--- src/rtl/sched_pkg.sv ---
// Shared encodings for the round-robin process scheduler:
// table entry states, context-exchange codes and FSM states.
package sched_pkg;

  typedef enum logic [1:0] {
    E_FREE    = 2'b00,
    E_READY   = 2'b01,
    E_RUNNING = 2'b10,
    E_WAITING = 2'b11
  } entry_e;

  typedef enum logic [1:0] {
    CXC_NONE   = 2'd0,
    CXC_CHANGE = 2'd1,
    CXC_WAIT   = 2'd2,
    CXC_HALT   = 2'd3
  } cxc_e;

  typedef enum logic [2:0] {
    S_IDLE,
    S_RETIRE,
    S_SEARCH,
    S_GRANT,
    S_STALL
  } fsm_e;

  function automatic entry_e retire_state(input cxc_e c);
    entry_e r;
    case (c)
      CXC_CHANGE: r = E_READY;
      CXC_WAIT:   r = E_WAITING;
      default:    r = E_FREE;
    endcase
    return r;
  endfunction

endpackage

--- src/rtl/process_table.sv ---
// Per-process state table: one FSM write port beating IO_DONE
// beating CREATE, with a READY bitmap and one probe read port.
module process_table
  import sched_pkg::*;
#(
  parameter int NUM_PROCESSES = 8,
  parameter int PID_WIDTH     = 3
) (
  input  logic                     i_clk,
  input  logic                     i_rst,
  input  logic                     i_fsm_we,
  input  logic [PID_WIDTH-1:0]     i_fsm_idx,
  input  entry_e                   i_fsm_data,
  input  logic                     i_create_en,
  input  logic [PID_WIDTH-1:0]     i_create_pid,
  input  logic                     i_io_en,
  input  logic [PID_WIDTH-1:0]     i_io_pid,
  input  logic [PID_WIDTH-1:0]     i_rd_idx,
  output entry_e                   o_rd_state,
  output logic [NUM_PROCESSES-1:0] o_ready_mask
);

  entry_e r_tbl [NUM_PROCESSES];

  always_ff @(posedge i_clk or posedge i_rst) begin
    if (i_rst) begin
      for (int i = 0; i < NUM_PROCESSES; i++)
        r_tbl[i] <= (i == 0) ? E_RUNNING : E_FREE;
    end else begin
      for (int i = 0; i < NUM_PROCESSES; i++) begin
        if (i_fsm_we && i_fsm_idx == PID_WIDTH'(i))
          r_tbl[i] <= i_fsm_data;
        else if (i_io_en && i_io_pid == PID_WIDTH'(i)
                 && r_tbl[i] == E_WAITING)
          r_tbl[i] <= E_READY;
        else if (i_create_en && i_create_pid == PID_WIDTH'(i)
                 && r_tbl[i] == E_FREE)
          r_tbl[i] <= E_READY;
      end
    end
  end

  always_comb begin
    o_ready_mask = '0;
    for (int i = 0; i < NUM_PROCESSES; i++)
      o_ready_mask[i] = (r_tbl[i] == E_READY);
  end

  assign o_rd_state = r_tbl[i_rd_idx];

endmodule

--- src/rtl/process_scheduler.sv ---
// Round-robin scheduler: retires the running process on a context
// exchange, then probes forward one entry per cycle for the next READY.
module process_scheduler
  import sched_pkg::*;
#(
  parameter int NUM_PROCESSES = 8,
  parameter int PID_WIDTH     = 3,
  parameter int DATA_WIDTH    = 32
) (
  input  logic                     WCLOCK,
  input  logic                     RESET,
  input  logic                     LOAD_CXC,
  input  logic [DATA_WIDTH-1:0]    CXC_REGISTER,
  input  logic                     CREATE_EN,
  input  logic [PID_WIDTH-1:0]     CREATE_PID,
  input  logic                     IO_DONE_EN,
  input  logic [PID_WIDTH-1:0]     IO_DONE_PID,
  output logic [PID_WIDTH-1:0]     CURRENT_PID,
  output logic                     SCHED_DONE,
  output logic                     NO_READY,
  output logic [NUM_PROCESSES-1:0] READY_MASK
);

  localparam logic [PID_WIDTH-1:0] K_LAST = PID_WIDTH'(NUM_PROCESSES - 1);

  fsm_e                 r_state;
  fsm_e                 w_state_nxt;
  cxc_e                 r_code;
  logic [PID_WIDTH-1:0] r_k;
  logic [PID_WIDTH-1:0] r_cur_pid;
  logic [PID_WIDTH-1:0] r_grant_pid;
  logic                 r_sched_done;
  logic                 r_no_ready;

  cxc_e                 w_code;
  logic [PID_WIDTH-1:0] w_probe_idx;
  entry_e               w_probe_state;
  logic                 w_hit;
  logic                 w_we;
  logic [PID_WIDTH-1:0] w_widx;
  entry_e               w_wdata;
  logic                 w_unused_cxc;

  assign w_code       = cxc_e'(CXC_REGISTER[1:0]);
  assign w_unused_cxc = ^CXC_REGISTER[DATA_WIDTH-1:2];
  assign w_probe_idx  = r_cur_pid + PID_WIDTH'(1) + r_k;
  assign w_hit        = (w_probe_state == E_READY);

  process_table #(
    .NUM_PROCESSES(NUM_PROCESSES),
    .PID_WIDTH    (PID_WIDTH)
  ) u_table (
    .i_clk        (WCLOCK),
    .i_rst        (RESET),
    .i_fsm_we     (w_we),
    .i_fsm_idx    (w_widx),
    .i_fsm_data   (w_wdata),
    .i_create_en  (CREATE_EN),
    .i_create_pid (CREATE_PID),
    .i_io_en      (IO_DONE_EN),
    .i_io_pid     (IO_DONE_PID),
    .i_rd_idx     (w_probe_idx),
    .o_rd_state   (w_probe_state),
    .o_ready_mask (READY_MASK)
  );

  always_comb begin
    w_state_nxt = r_state;
    w_we        = 1'b0;
    w_widx      = r_cur_pid;
    w_wdata     = E_FREE;
    case (r_state)
      S_IDLE:
        if (LOAD_CXC && w_code != CXC_NONE)
          w_state_nxt = S_RETIRE;
      S_RETIRE: begin
        w_we        = 1'b1;
        w_wdata     = retire_state(r_code);
        w_state_nxt = S_SEARCH;
      end
      S_SEARCH:
        if (w_hit)
          w_state_nxt = S_GRANT;
        else if (r_k == K_LAST)
          w_state_nxt = S_STALL;
      S_GRANT: begin
        w_we        = 1'b1;
        w_widx      = r_grant_pid;
        w_wdata     = E_RUNNING;
        w_state_nxt = S_IDLE;
      end
      S_STALL:
        if (|READY_MASK)
          w_state_nxt = S_SEARCH;
      default:
        w_state_nxt = S_IDLE;
    endcase
  end

  always_ff @(posedge WCLOCK or posedge RESET) begin
    if (RESET) begin
      r_state      <= S_IDLE;
      r_code       <= CXC_NONE;
      r_k          <= '0;
      r_cur_pid    <= '0;
      r_grant_pid  <= '0;
      r_sched_done <= 1'b0;
      r_no_ready   <= 1'b0;
    end else begin
      r_state      <= w_state_nxt;
      r_sched_done <= (r_state == S_GRANT);
      case (r_state)
        S_IDLE:
          if (w_state_nxt == S_RETIRE)
            r_code <= w_code;
        S_RETIRE:
          r_k <= '0;
        S_SEARCH:
          if (w_hit)
            r_grant_pid <= w_probe_idx;
          else if (r_k == K_LAST)
            r_no_ready <= 1'b1;
          else
            r_k <= r_k + PID_WIDTH'(1);
        S_GRANT: begin
          r_cur_pid  <= r_grant_pid;
          r_no_ready <= 1'b0;
        end
        S_STALL:
          if (|READY_MASK)
            r_k <= '0;
        default: ;
      endcase
    end
  end

  assign CURRENT_PID = r_cur_pid;
  assign SCHED_DONE  = r_sched_done;
  assign NO_READY    = r_no_ready;

endmodule

--- config.mk ---
export PLATFORM = sky130hd
export DESIGN_NAME = process_scheduler
export DESIGN_NICKNAME = d
export VERILOG_FILES = /design/src/rtl/sched_pkg.sv /design/src/rtl/process_table.sv /design/src/rtl/process_scheduler.sv
export SDC_FILE = /design/constraint.sdc
export NUM_CORES = 1
export LEC_CHECK = 0
export ABC_AREA = 1
export CORE_MARGIN = 5
export CORE_UTILIZATION = 43
export DETAILED_ROUTE_END_ITERATION = 8
export GPL_ROUTABILITY_DRIVEN = 0
export PLACE_DENSITY = 0.78
export SLEW_MARGIN = 5
export SYNTH_ARGS = -nofsm -noshare
export SYNTH_HDL_FRONTEND = slang
export SYNTH_SLANG_ARGS = --single-unit
--- constraint.sdc ---
create_clock -name WCLOCK -period 2 [get_ports WCLOCK]
set_clock_uncertainty 0.2 [all_clocks]
set_input_delay 0.2 -clock WCLOCK [delete_from_list [all_inputs] [get_ports WCLOCK]]
set_output_delay 0.2 -clock WCLOCK [all_outputs]
set_load 0.05 [all_outputs]
; ---- Yosys cells after proc, flatten, opt, wreduce, memory -nomap -nowiden
; Index checks and enable logic that the tools add are counted.
; Widths: inputs -> output; s select.
[totals]
output_inout_bits = 13
inputBits = 43
ff_bits = 32
elab_cells = 183
[classes]
addsub = 3
n_lt_le_gt_ge = 1
eq_ne = 50
mux = 43
n_reduce_logical = 70
bitwise_logic = 1
[op_table]
columns = operator, n
row1 = $mux 2, 26
row2 = $eq 3x3->1 const B, 14
row3 = $logic_and 1x1->1, 41
row4 = $reduce_bool 3->1, 9
row5 = $eq 3x2->1 const B, 8
row6 = $mux 3, 8
row7 = $eq 2x1->1 const B, 10
row8 = $eq 2x2->1 const B, 9
row9 = $logic_not 2->1, 8
row10 = $eq 3x1->1 const B, 5
row11 = $logic_not 3->1, 4
row12 = $pmux 3 s4, 1
row13 = $pmux 3 s3, 1
row14 = $ne 2x2->1 const B, 4
row15 = $pmux 2 s2, 2
row16 = $reduce_or 8->1, 1
row17 = $add 3x1->3 const B, 2
row18 = $bmux 2 s3, 1
row19 = $ge 4x4->1 const B, 1
row20 = $not 3->4, 1
row21 = $reduce_and 2->1, 2
row22 = $reduce_and 4->1, 1
row23 = $reduce_bool 2->1, 2
row24 = $add 3x3->3, 1
row25 = 4 further kinds, 6

; ---- Depth between registers and ports, before layout
; Gate-level depths: netlist (run 1).
[depth]
word_depth = 11
mapped_depth = 13
depth_no_buf = 13

; ---- Hierarchy
; A second synthesis (run 1) with hierarchy kept.
[hier_totals]
cells_unflattened = 310
area_unflattened_um2 = 2123.3
[modules_own_cells]
columns = module, area_per_inst_um2, n_inst, seq_area_each_um2, cells_per_inst
row1 = process_table, 1229.9, 1, 401.6, 204
row2 = process_scheduler, 893.4, 1, 400.4, 106

; ---- Least setup slack after synthesis (run 1)
; Ideal clock, no wire load.
[synth_timing]
path_kind = register to register
start = register r_cur_pid[0], in the netlist CURRENT_PID[0]
end = register r_k[0]
required_time_ps = 1735
arrival_time_ps = 2131
path_slack_ps = -396
path_stages_with_launch = 14
synth_period_minus_slack_ps = 2396
path_buffers = 1
setup_time_ps = 65
path_cell_list = dfrtp_1 > inv_1 > ha_1 > fa_1 > inv_1 > nand2_1 > nand2_1 > nand2_1 > nand2_1 > nand3_1 > nand3_1 > buf_2 > nand3_1 > nand2_1
[synth_via]
elab_chain_len = 9
[synth_lines]
columns = element, line_no
row1 = "start, declared", process_scheduler.sv:30  ; logic [PID_WIDTH-1:0] r_cur_pid;
row2 = "start signal, assigned", process_scheduler.sv:126  ; r_cur_pid <= r_grant_pid;
row3 = $add 3x1->3, process_scheduler.sv:46  ; assign w_probe_idx = r_cur_pid + PID_WIDTH'(1) + r_k;
row4 = $add 3x3->3, process_scheduler.sv:46
row5 = $not 3->4 (implied by the code), process_table.sv:49  ; assign o_rd_state = r_tbl[i_rd_idx];
row6 = $bmux 2 s3, process_table.sv:49
row7 = $mux 2 (implied by the code) (2 in series), process_table.sv:49
row8 = $eq 2x1->1, process_scheduler.sv:47  ; assign w_hit = (w_probe_state == E_READY);
row9 = $ne 2x2->1 (no source line), --
row10 = $reduce_and 4->1 (no source line), --
row11 = "end signal, assigned", process_scheduler.sv:124  ; r_k <= r_k + PID_WIDTH'(1);
row12 = "end, declared", process_scheduler.sv:29  ; logic [PID_WIDTH-1:0] r_k;
; Every way passes these cells. The select of a mux whose other input is x is not followed.
; A chain may end at the register's enable or synchronous reset.

; ---- Worst setup path in the final report (run 1)
[layout_timing]
start = register r_k[0]
end = register r_grant_pid[0]
[layout_via]
elab_chain_len = 7
[layout_lines]
columns = element, line_no
row1 = $add 3x3->3 *, process_scheduler.sv:46
row2 = $not 3->4 (implied by the code), process_table.sv:49
row3 = $bmux 2 s3, process_table.sv:49
row4 = $mux 2 (implied by the code) (2 in series), process_table.sv:49
row5 = $eq 2x1->1, process_scheduler.sv:47
row6 = $reduce_and 2->1 (no source line), --
row7 = "end signal, assigned", process_scheduler.sv:120  ; r_grant_pid <= w_probe_idx;
row8 = "end, declared", process_scheduler.sv:31  ; logic [PID_WIDTH-1:0] r_grant_pid;
; Every way passes the cells marked *; elsewhere a longest branch is shown, timed or not. The select of a mux whose other input is x is not followed.

==> summary.txt, run 1 <==
Outcome
  • Status: finished with violations
  • Failing checks: negative setup slack

Clocking
  • Root Driver: clkbuf_8
  • CTS tree: done
  • Clock-pin slew on the worst setup and hold paths: 0.07 ns
  • H-tree levels: 2
  • # clock sinks: 32
  • Cts bufs inserted: 5
  • Hold-fix buffers, CTS: 0
  • Clock Latency Late Sink: 0.29 ns
  • Maximum clock path buffer count: 2

Pwr
  • Seq pwr share: 22.6%
  • Pwr Total: 5.02 mW
  • Internal Pwr Total: 2.50 mW
  • Combinational share of power: 67.1%
  • Psw: 2.51 mW
  • Sw Share: 50.1%
  • Leakage: 1.32 nW
  • Clock Power Share: 10.3%
  • P per Cell Area: 1970 nW/µm²
  • Worst vdd ir: 0.00150 V

Logic synthesis
  • Synth Area in Simple Gates: 36.8%
  • Cell variety after synth: 27
  • Synthesized flop and latch total: 32
  • Compound-Gate Fraction of Synth Area: 8.06%
  • Synthesized area per cell: 7.03 µm²
  • Post-synth EDFFs: 0
  • Mux cell area share after synthesis: 0.585%
  • Syn. warnings: 0
  • Synthesized Nets: 322
  • Top FF cell, synth: dfrtp_1
  • Largest family of logic cells by synthesized area: simple AND/OR/NAND/NOR gates
  • Sequential-to-total area share from yosys stat: 41.7%
  • Xor and xnor area share after synthesis: 0%
  • Area of the mapped netlist: 1930 µm²
  • Post-synthesis cell count: 274
  • Post-synthesis async set-or-reset flop share: 100%
  • Post-Synth Adder-Cell Area: 3.64%

Timing
  • Hold Violations, Final: 0
  • Tcrit/Tclk final: 106%
  • Final setup margin: -0.117 ns
  • Slew margin rel.: 65.9%
  • Slew @ Worst Pin: 0.508 ns
  • Max Clk Rate: 0.472 GHz
  • Final Setup Violations: 10
  • Unrepaired setup endpoints after global routing: yes
  • Max Transition Viols Final: 0
  • Fin crit period: 2.12 ns

Setup path
  • Required time of the worst setup path: 1.98 ns
  • Worst stage delay on the critical path: 0.61 ns
  • Worst Path Arrival: 2.10 ns
  • Most used cell, CP: nand3_4
  • Reg2Reg Depth: 9
  • Worst reg2reg setup slack: -0.12 ns
  • CP Launch Type: flop
  • RR Endpoint: r_grant_pid[0]
  • WP buf/inv: 2
  • Crit path cell chain: inv_2 > ha_4 > fa_2 > nand3_2 > nand3_4 > nand3_4 > buf_12 > nand2_2 > o21ai_1
  • Delay-heaviest family, CP: adder cells
  • Crit Reg-Reg Startpoint: r_k[0]
  • Maximum fanout along the worst path: 5
  • Slowest cell on the critical path: fa_2
  • Setup CP Type: flop to flop
  • Crit. End Element: flop

Floorplanning
  • Die ar.: 5920 µm²
  • Initial core utilization: 44.2%
  • I/O pin count: 56
  • Die Ht: 76.9 µm
  • Die width: 76.9 µm
  • # rows: 24
  • Core footprint: 4350 µm²

Detailed routing
  • DRT Wirelength: 4750 µm
  • Drt drc: 0
  • Initial drt markers: 138
  • DR WL/cell: 12.8 µm
  • Via count: 1880
  • Vias per cell: 5.07
  • DRT Pass-1 Iters: 4
  • Post-DRT Antenna Nets: 0

Global route
  • Initial antenna violation count: 0
  • Vias in the first global route: 1743
  • GR Util All Layers: 15.9%
  • First-pass GRT wire length: 7760 µm
  • Gr ovfl total: 0
  • Largest net degree at the start of global routing: 33

Finish
  • Most common cell after layout, fill and taps aside: nand2_1
  • N_diodes: 0
  • Most frequent cells in the layout: 79 x nand2_1, 42 x nor2_1, 37 x inv_1, 29 x dfrtp_1, 20 x buf_4
  • Area delta synth->final: 32.0%
  • Fill count: 387
  • Nets: 366
  • Finished Layout Cells: 371
  • Ratio of cells with drive above 1 in the final layout: 21.3%
  • Post-layout util: 58.4%

Worst hold path
  • Path type of the worst min-delay path: primary input to asynchronous set/reset pin

Place
  • # port buffers: 25
  • DP Worst Slack: -0.0891 ns
  • DP Cell Count: 360
  • Dpl hpwl: 3610 µm

Flow run
  • Maxcap violations: 0
[timing repair]
| item | CTS | global route |
|---|---|---|
| cloned | 0 | 1 |
| gates resized for setup | 4 | 16 |
| endpoints found under the setup margin | 8 | 10 |
| pin swaps | 1 | 9 |
| setup buffers | 0 | 2 |
[flip-flops by register name, summed over array words and instances (netlist names)]
signal / cells
u_table.r_tbl: 16
r_k: 3
CURRENT_PID: 3
SCHED_DONE: 1
r_state: 3
r_grant_pid: 3
r_code: 2
NO_READY: 1
[routing by layer]
metal	vias up	GRT usage (%)	wire length, µm	part of all wire, %
li1	966	-	-	-
met1	857	21.7	2180	46
met2	45	25.0	2270	48
met3	12	3.16	199	4.2
met4	0	5.77	99	2.1
met5	-	0	0	0
[kinds of logic (layout without fill, tap and decap cells)]
| group | count (synthesis) | after routing |
|---|---|---|
| simple gates | 166 | 166 |
| buf+inv | 46 | 91 |
| flops | 32 | 32 |
| compound gates | 24 | 24 |
| fa+ha+maj | 5 | 5 |
| mux | 1 | 1 |
[per-stage QoR]
stage | instance area (µm²) | TNS (ns) | hold WS (ns)
global route | 2540 | -1.90 | 0.150
global placement | 2340 | -0.345 | 0.289
floorplan | 1970 | -1.05 | 0.115
detailed placement | 2340 | -0.543 | 0.295
CTS | 2440 | -0.277 | 0.103
finish | 2540 | -0.820 | 0.0893
[tightest hold or removal path: stages]
cell             delay, ns
clkdlybuf4s50_1       0.39
inv_1                 0.05
buf_4                 0.36
[cells in the mapped netlist (4+ instances only)]
| master | number | area (µm²) |
|---|---|---|
| ha_1 | 4 | 50.1 |
| nand4_1 | 8 | 50.1 |
| nor3_1 | 5 | 25.0 |
| o21ai_1 | 4 | 20.0 |
| o31ai_1 | 4 | 30.0 |
| o21ai_0 | 4 | 20.0 |
| nand2_2 | 5 | 31.3 |
| o22ai_1 | 7 | 43.8 |
| inv_1 | 41 | 154 |
| nand3_1 | 18 | 90.1 |
| nor2_1 | 42 | 158 |
| dfrtp_1 | 31 | 776 |
| nand2_1 | 85 | 319 |
[power groups by stage]
stage               Clock, mW  Sequential, mW  Combinational, mW
CTS                     0.524            1.12               2.93
global placement            0            1.12               2.80
floorplan                   0            1.22               1.92
detailed placement          0            1.13               2.86
finish                  0.517            1.14               3.36
global route            0.551            1.17               3.69
[worst max-delay path by stage]
stage / from / slack (ns) / to / depth (start not counted)
after CTS: CURRENT_PID[0] / -0.05 / r_k[2] / 10
after detailed placement: CURRENT_PID[0] / -0.09 / r_k[1] / 10
final: r_k[0] / -0.12 / r_grant_pid[0] / 9
after floorplan: CURRENT_PID[0] / -0.13 / r_k[2] / 9
after global placement: CURRENT_PID[0] / -0.06 / r_k[2] / 10
after global routing: r_k[0] / -0.23 / r_grant_pid[0] / 9
[cell type report]
class                   count  area (µm²)  area share, %
inverters                  44         170           6.69
clock buffers               8        90.1           3.54
flip-flops and latches     32         805           31.6
multi-input cells         196        1050           41.1
repair buffers             39         367           14.4
well taps                  52        65.1           2.56
Note: power is estimated with default switching activity, not from simulation.
==> inputs of run 2 (changes only) <==
CORE_ASPECT_RATIO = 2   (was unset)
==> summary.txt, run 2 (same netlist as run 1, synthesis figures left out) <==
Clocking
  • CTS tree: done (unchanged)
  • Clock Latency Late Sink: 0.28 ns (was 0.29 ns)
  • Maximum clock path buffer count: 2 (unchanged)
  • Root Driver: clkbuf_8 (unchanged)
  • # clock sinks: 32 (unchanged)
  • H-tree levels: 2 (unchanged)
  • Clock-pin slew on the worst setup and hold paths: 0.07 ns (about the same)
  • Cts bufs inserted: 5 (unchanged)

Timing
  • Slew margin rel.: 60.7% (was 65.9%)
  • Hold Violations, Final: 0 (unchanged)
  • Tcrit/Tclk final: 105% (was 106%)
  • Slew @ Worst Pin: 0.585 ns (was 0.508 ns)
  • Max Transition Viols Final: 0 (unchanged)
  • Final setup margin: -0.0971 ns (was -0.117 ns)
  • Hold_ws: 0.0976 ns (was 0.0893 ns)
  • Final setup TNS: -0.587 ns (was -0.820 ns)
  • Fin crit period: 2.10 ns (was 2.12 ns)
  • Max Clk Rate: 0.477 GHz (was 0.472 GHz)
  • Unrepaired setup endpoints after global routing: yes (unchanged)
  • Final Setup Violations: 8 (was 10)

Detailed routing
  • Met3 WL: 167 µm (was 199 µm)
  • Routed metal-1 wire length: 1760 µm (was 2180 µm)
  • Post-DRT Antenna Nets: 0 (unchanged)
  • DR top layer: met4 (unchanged)
  • DRT Wirelength: 5110 µm (was 4750 µm)
  • Via count: 1905 (was 1880)
  • Vias per cell: 5.12 (was 5.07)
  • DRT Pass-1 Iters: 4 (unchanged)
  • Metal2 WL: 2920 µm (was 2270 µm)
  • DR WL/cell: 13.7 µm (was 12.8 µm)
  • Drt drc: 0 (unchanged)
  • Initial drt markers: 46 (was 138)

Global route
  • Gr ovfl total: 0 (unchanged)
  • Largest net degree at the start of global routing: 33 (unchanged)
  • GR Util All Layers: 18.3% (was 15.9%)
  • Vias in the first global route: 1979 (was 1743)
  • Initial antenna violation count: 0 (unchanged)
  • First-pass GRT wire length: 8690 µm (was 7760 µm)

Setup path
  • Crit path cell chain: inv_2 > ha_4 > fa_2 > inv_2 > nand3_2 > nand3_2 > nand3_4 > buf_6 > nand2_2 > o21ai_1 (was inv_2 > ha_4 > fa_2 > nand3_2 > nand3_4 > nand3_4 > buf_12 > nand2_2 > o21ai_1)
  • Crit. End Element: flop (unchanged)
  • Setup CP Type: flop to flop (unchanged)
  • Reg2Reg Depth: 10 (was 9)
  • Maximum fanout along the worst path: 6 (was 5)
  • CP Launch Type: flop (unchanged)
  • Crit path launch: CURRENT_PID[0] (was r_k[0])
  • Slowest cell on the critical path: fa_2 (unchanged)
  • Worst stage delay on the critical path: 0.49 ns (was 0.61 ns)
  • Crit Reg-Reg Startpoint: CURRENT_PID[0] (was r_k[0])
  • Worst Path Arrival: 2.07 ns (was 2.10 ns)
  • Worst reg2reg setup slack: -0.1 ns (was -0.12 ns)
  • Required time of the worst setup path: 1.97 ns (was 1.98 ns)

Pwr
  • Worst vdd ir: 0.00106 V (was 0.00150 V)
  • Combinational share of power: 65.2% (was 67.1%)
  • Internal Pwr Total: 2.29 mW (was 2.50 mW)
  • Pwr Total: 4.76 mW (was 5.02 mW)
  • Sw Share: 51.8% (was 50.1%)
  • Psw: 2.46 mW (was 2.51 mW)
  • P per Cell Area: 1910 nW/µm² (was 1970 nW/µm²)
  • Leakage: 1.30 nW (was 1.32 nW)
  • Seq pwr share: 23.9% (was 22.6%)
  • Clock Power Share: 10.9% (was 10.3%)

Floorplanning
  • I/O pin count: 56 (unchanged)
  • Die ar.: 6000 µm² (was 5920 µm²)
  • # rows: 34 (was 24)
  • Initial core utilization: 44.4% (was 44.2%)
  • Die Ht: 105 µm (was 76.9 µm)
  • Die width: 57.3 µm (was 76.9 µm)
  • Core footprint: 4340 µm² (was 4350 µm²)

Outcome
  • Status: finished with violations (unchanged)
  • Failing checks: negative setup slack (unchanged)

Finish
  • Area delta synth->final: 29.6% (was 32.0%)
  • Nets: 365 (was 366)
  • N_diodes: 0 (unchanged)
  • Top reg by flops: u_table.r_tbl (unchanged)
  • Max reg flops: 16 (unchanged)
  • Most common cell after layout, fill and taps aside: nand2_1 (unchanged)
  • Fill count: 434 (was 387)
  • Ratio of cells with drive above 1 in the final layout: 21.1% (was 21.3%)
  • Most frequent cells in the layout: 80 x nand2_1, 42 x nor2_1, 37 x inv_1, 29 x dfrtp_1, 21 x buf_4 (was 79 x nand2_1, 42 x nor2_1, 37 x inv_1, 29 x dfrtp_1, 20 x buf_4)

Worst hold path
  • Path type of the worst min-delay path: primary input to asynchronous set/reset pin (unchanged)

Place
  • # port buffers: 25 (unchanged)
  • DP Worst Slack: -0.126 ns (was -0.0891 ns)
  • Dpl hpwl: 4060 µm (was 3610 µm)

Flow run
  • Maxcap violations: 0 (unchanged)
run 2: metrics by stage:
| step | instances | utilization (%) | area, µm² |
|---|---|---|---|
| 2_1_floorplan | 274 | - | 1970 |
| 3_3_place_gp | 362 | 53.7 | 2330 |
| 3_5_place_dp | 362 | 53.7 | 2330 |
| 4_1_cts | 371 | 56.3 | 2440 |
| 5_1_grt | 372 | 57.5 | 2490 |
| 6_report | 372 | 57.5 | 2490 |
run 2: final cells by class:
type                    count  area [µm²]  area share [%]
multi-input cells         196        1030            41.4
clock buffers               8        90.1            3.61
repair buffers             38         330            13.2
well taps                  54        67.6            2.71
inverters                  44         170            6.82
flip-flops and latches     32         805            32.2
run 2: what timing repair did:
item | CTS | global route
resized for setup | 5 | 13
setup endpoints to repair | 8 | 10
pin swaps | 1 | 9
hold buffers | 0 | 0
endpoints found under the hold margin | 0 | 0
buffers inserted | 1 | 1
run 2: routing by layer:
layer	vias up	GRT usage (%)
li1	955	-
met1	875	17.3
met2	50	33.8
met3	25	3.21
met4	0	12.4
met5	-	0
run 2: power groups by stage:
stage	clock network (mW)	logic (mW)	registers [mW]
floorplan	0	1.92	1.22
global placement	0	2.79	1.12
detailed placement	0	2.84	1.14
CTS	0.529	2.94	1.13
global route	0.556	3.39	1.17
finish	0.520	3.10	1.14
run 2: worst paths after layout:
kind | to
setup / recovery | r_grant_pid[1]
hold / removal | r_code[1]
setup reg to reg | r_grant_pid[1]
hold reg to reg | u_table.r_tbl[15]
max in group asynchronous | u_table.r_tbl[15]
min in group WCLOCK | u_table.r_tbl[15]
run 2: critical path, delay by kind of cell (launching register included):
family	cells	cell delay, ns
DFF	1	0.40
and+or+nand+nor	4	0.33
buffers and inverters	3	0.36
AOI/OAI and AO/OA	1	0.05
adders and majority gates	2	0.63
==> inputs of run 3 (changes only) <==
CORE_UTILIZATION = 50   (was 43)
PLACE_DENSITY = 0.86   (was 0.78)
clock period = 2.5 ns   (was 2 ns; I/O delays follow)
==> summary.txt, run 3 (same netlist as run 1, synthesis figures left out) <==
Global route
  • GR Util All Layers: 21.3% (was 18.3%)
  • Gr ovfl total: 0 (unchanged)
  • First-pass GRT wire length: 8100 µm (was 8690 µm)
  • Vias in the first global route: 1880 (was 1979)
  • Largest net degree at the start of global routing: 33 (unchanged)
  • Initial antenna violation count: 0 (unchanged)

Detailed routing
  • Initial drt markers: 66 (was 46)
  • Routed metal-1 wire length: 1620 µm (was 1760 µm)
  • Via count: 1900 (was 1905)
  • DR WL/cell: 13.9 µm (was 13.7 µm)
  • Post-DRT Antenna Nets: 0 (unchanged)
  • DRT Pass-1 Iters: 4 (unchanged)
  • DRT Wirelength: 4980 µm (was 5110 µm)
  • DR top layer: met4 (unchanged)
  • Met3 WL: 281 µm (was 167 µm)
  • Vias per cell: 5.31 (was 5.12)
  • Drt drc: 0 (unchanged)
  • Metal2 WL: 2800 µm (was 2920 µm)

Pwr
  • P per Cell Area: 1460 nW/µm² (was 1910 nW/µm²)
  • Worst vdd ir: 0.000855 V (was 0.00106 V)
  • Pwr Total: 3.43 mW (was 4.76 mW)
  • Leakage: 1.23 nW (was 1.30 nW)

Finish
  • Register area: 802 µm² (was 805 µm²)
  • Most frequent cells in the layout: 85 x nand2_1, 42 x nor2_1, 41 x inv_1, 31 x dfrtp_1, 25 x clkdlybuf4s50_1 (was 80 x nand2_1, 42 x nor2_1, 37 x inv_1, 29 x dfrtp_1, 21 x buf_4)
  • Max reg flops: 16 (unchanged)
  • Post-route design area: 2350 µm² (was 2490 µm²)
  • Most common cell after layout, fill and taps aside: nand2_1 (unchanged)
  • Nets: 355 (was 365)
  • Area taken by multi-input logic gates: 945 µm² (was 1030 µm²)
  • Finished Layout Cells: 358 (was 372)
  • Area delta synth->final: 22.0% (was 29.6%)
  • Top reg by flops: u_table.r_tbl (unchanged)
  • N_diodes: 0 (unchanged)
  • Fill count: 344 (was 434)
  • Ratio of cells with drive above 1 in the final layout: 7.82% (was 21.1%)

Worst hold path
  • Path type of the worst min-delay path: primary input to asynchronous set/reset pin (unchanged)

Clocking
  • CTS resizes: 0 (was 5)
  • Post-CTS Setup Repair Bufs: 0 (was 1)
  • Root Driver: clkbuf_8 (unchanged)
  • Clock Latency Late Sink: 0.28 ns (about the same)
  • Clock-pin slew on the worst setup and hold paths: 0.07 ns (about the same)
  • # clock sinks: 32 (unchanged)
  • H-tree levels: 2 (unchanged)
  • CTS tree: done (unchanged)
  • Maximum clock path buffer count: 2 (unchanged)
  • Cts bufs inserted: 5 (unchanged)
  • Hold-fix buffers, CTS: 0 (unchanged)

Setup path
  • Worst reg2reg setup slack: 0.21 ns (was -0.1 ns)
  • RR Endpoint: r_grant_pid[0] (was r_grant_pid[1])
  • Worst Path Arrival: 2.25 ns (was 2.07 ns)
  • Setup CP Type: flop to flop (unchanged)
  • CP Launch Type: flop (unchanged)
  • CP Capture Point: r_grant_pid[0] (was r_grant_pid[1])
  • Required time of the worst setup path: 2.47 ns (was 1.97 ns)
  • Reg2Reg Depth: 12 (was 10)
  • Maximum fanout along the worst path: 6 (unchanged)
  • Crit Reg-Reg Startpoint: CURRENT_PID[0] (unchanged)
  • Crit. End Element: flop (unchanged)
  • Crit path launch: CURRENT_PID[0] (unchanged)

Floorplanning
  • # rows: 32 (was 34)
  • Die width: 53.9 µm (was 57.3 µm)
  • I/O pin count: 56 (unchanged)
  • Die Ht: 97.8 µm (was 105 µm)
  • Die ar.: 5270 µm² (was 6000 µm²)
  • Core footprint: 3800 µm² (was 4340 µm²)
  • Initial core utilization: 50.6% (was 44.4%)

Timing
  • Max Transition Viols Final: 0 (unchanged)
  • Slew margin rel.: 59.2% (was 60.7%)
  • Tcrit/Tclk final: 91.5% (was 105%)
  • Max Clk Rate: 0.437 GHz (was 0.477 GHz)
  • Unrepaired setup endpoints after global routing: no (was yes)
  • Fin crit period: 2.29 ns (was 2.10 ns)
  • Final setup TNS: 0 ns (was -0.587 ns)
  • Final Setup Violations: 0 (was 8)
  • Hold Violations, Final: 0 (unchanged)
  • Slew @ Worst Pin: 0.609 ns (was 0.585 ns)

Place
  • # port buffers: 25 (unchanged)
  • Area post-placement: 2250 µm² (was 2330 µm²)
  • DP Cell Count: 351 (was 362)
  • Dpl hpwl: 4030 µm (was 4060 µm)

Flow run
  • Maxcap violations: 0 (unchanged)

Outcome
  • Status: completed (was finished with violations)
[run 3: cell count changes in the layout (fill, tap and decap cells not counted), moves of 2 or more]
cell,previous run,this run
buf_4,21,3
clkdlybuf4s50_1,15,25
nand3_1,9,18
nand3_2,8,0
nand2_1,80,85
nand2_2,10,5
inv_1,37,41
inv_2,6,2
buf_6,2,0
clkbuf_1,2,0
dfrtp_1,29,31
dfrtp_2,2,0
[run 3: report_power, final]
group / internal [mW] / switching, mW / total (mW)
Clock: 0.245 / 0.178 / 0.423
Combinational: 0.693 / 1.40 / 2.10
Sequential: 0.735 / 0.175 / 0.910
Total: 1.67 / 1.76 / 3.43
[run 3: how the worst min path moves through the flow]
stage | start | end | slack [ns] | cells past startpoint
finish | RESET | u_table.r_tbl[0] | 0.15 | 3
global route | RESET | u_table.r_tbl[8] | 0.20 | 3
CTS | RESET | u_table.r_tbl[8] | 0.16 | 3
detailed placement | r_k[1] | r_k[1] | 0.29 | 2
global placement | r_k[1] | r_k[1] | 0.29 | 2
floorplan | RESET | CURRENT_PID[0] | 0.17 | 1
[run 3: area by class of cell]
cell class | count | share of cell area [%]
clock buffer | 7 | 4.10
inverter | 44 | 7.24
multi-input combinational | 196 | 40.2
sequential | 32 | 34.1
tap | 51 | 2.72
timing repair buffer | 28 | 11.6
[run 3: critical path, stage by stage (launching register included)]
cell and delay, ns:
dfrtp_1 0.37, inv_1 0.06, ha_1 0.20, fa_1 0.42, inv_1 0.09, nand2_1 0.06
nand3_1 0.08, nand2_1 0.08, nand3_1 0.09, nand3_1 0.16, buf_4 0.21, nand2_1 0.06
o21ai_1 0.07
[run 3: per-stage QoR]
step	utilization (%)	setup WS, ns	hold slack, ns
after floorplan	-	0.104	0.165
after detailed placement	59.2	0.198	0.292
after global placement	59.2	0.239	0.292
final	61.8	0.213	0.149
after CTS	61.8	0.190	0.162
after global routing	61.8	0.0236	0.203
[run 3: layer usage]
metal  GRT usage [%]  vias up
met2            37.8       74
met5               0        -
met3            4.27       23
li1                -      929
met4            15.2        0
met1            19.8      874
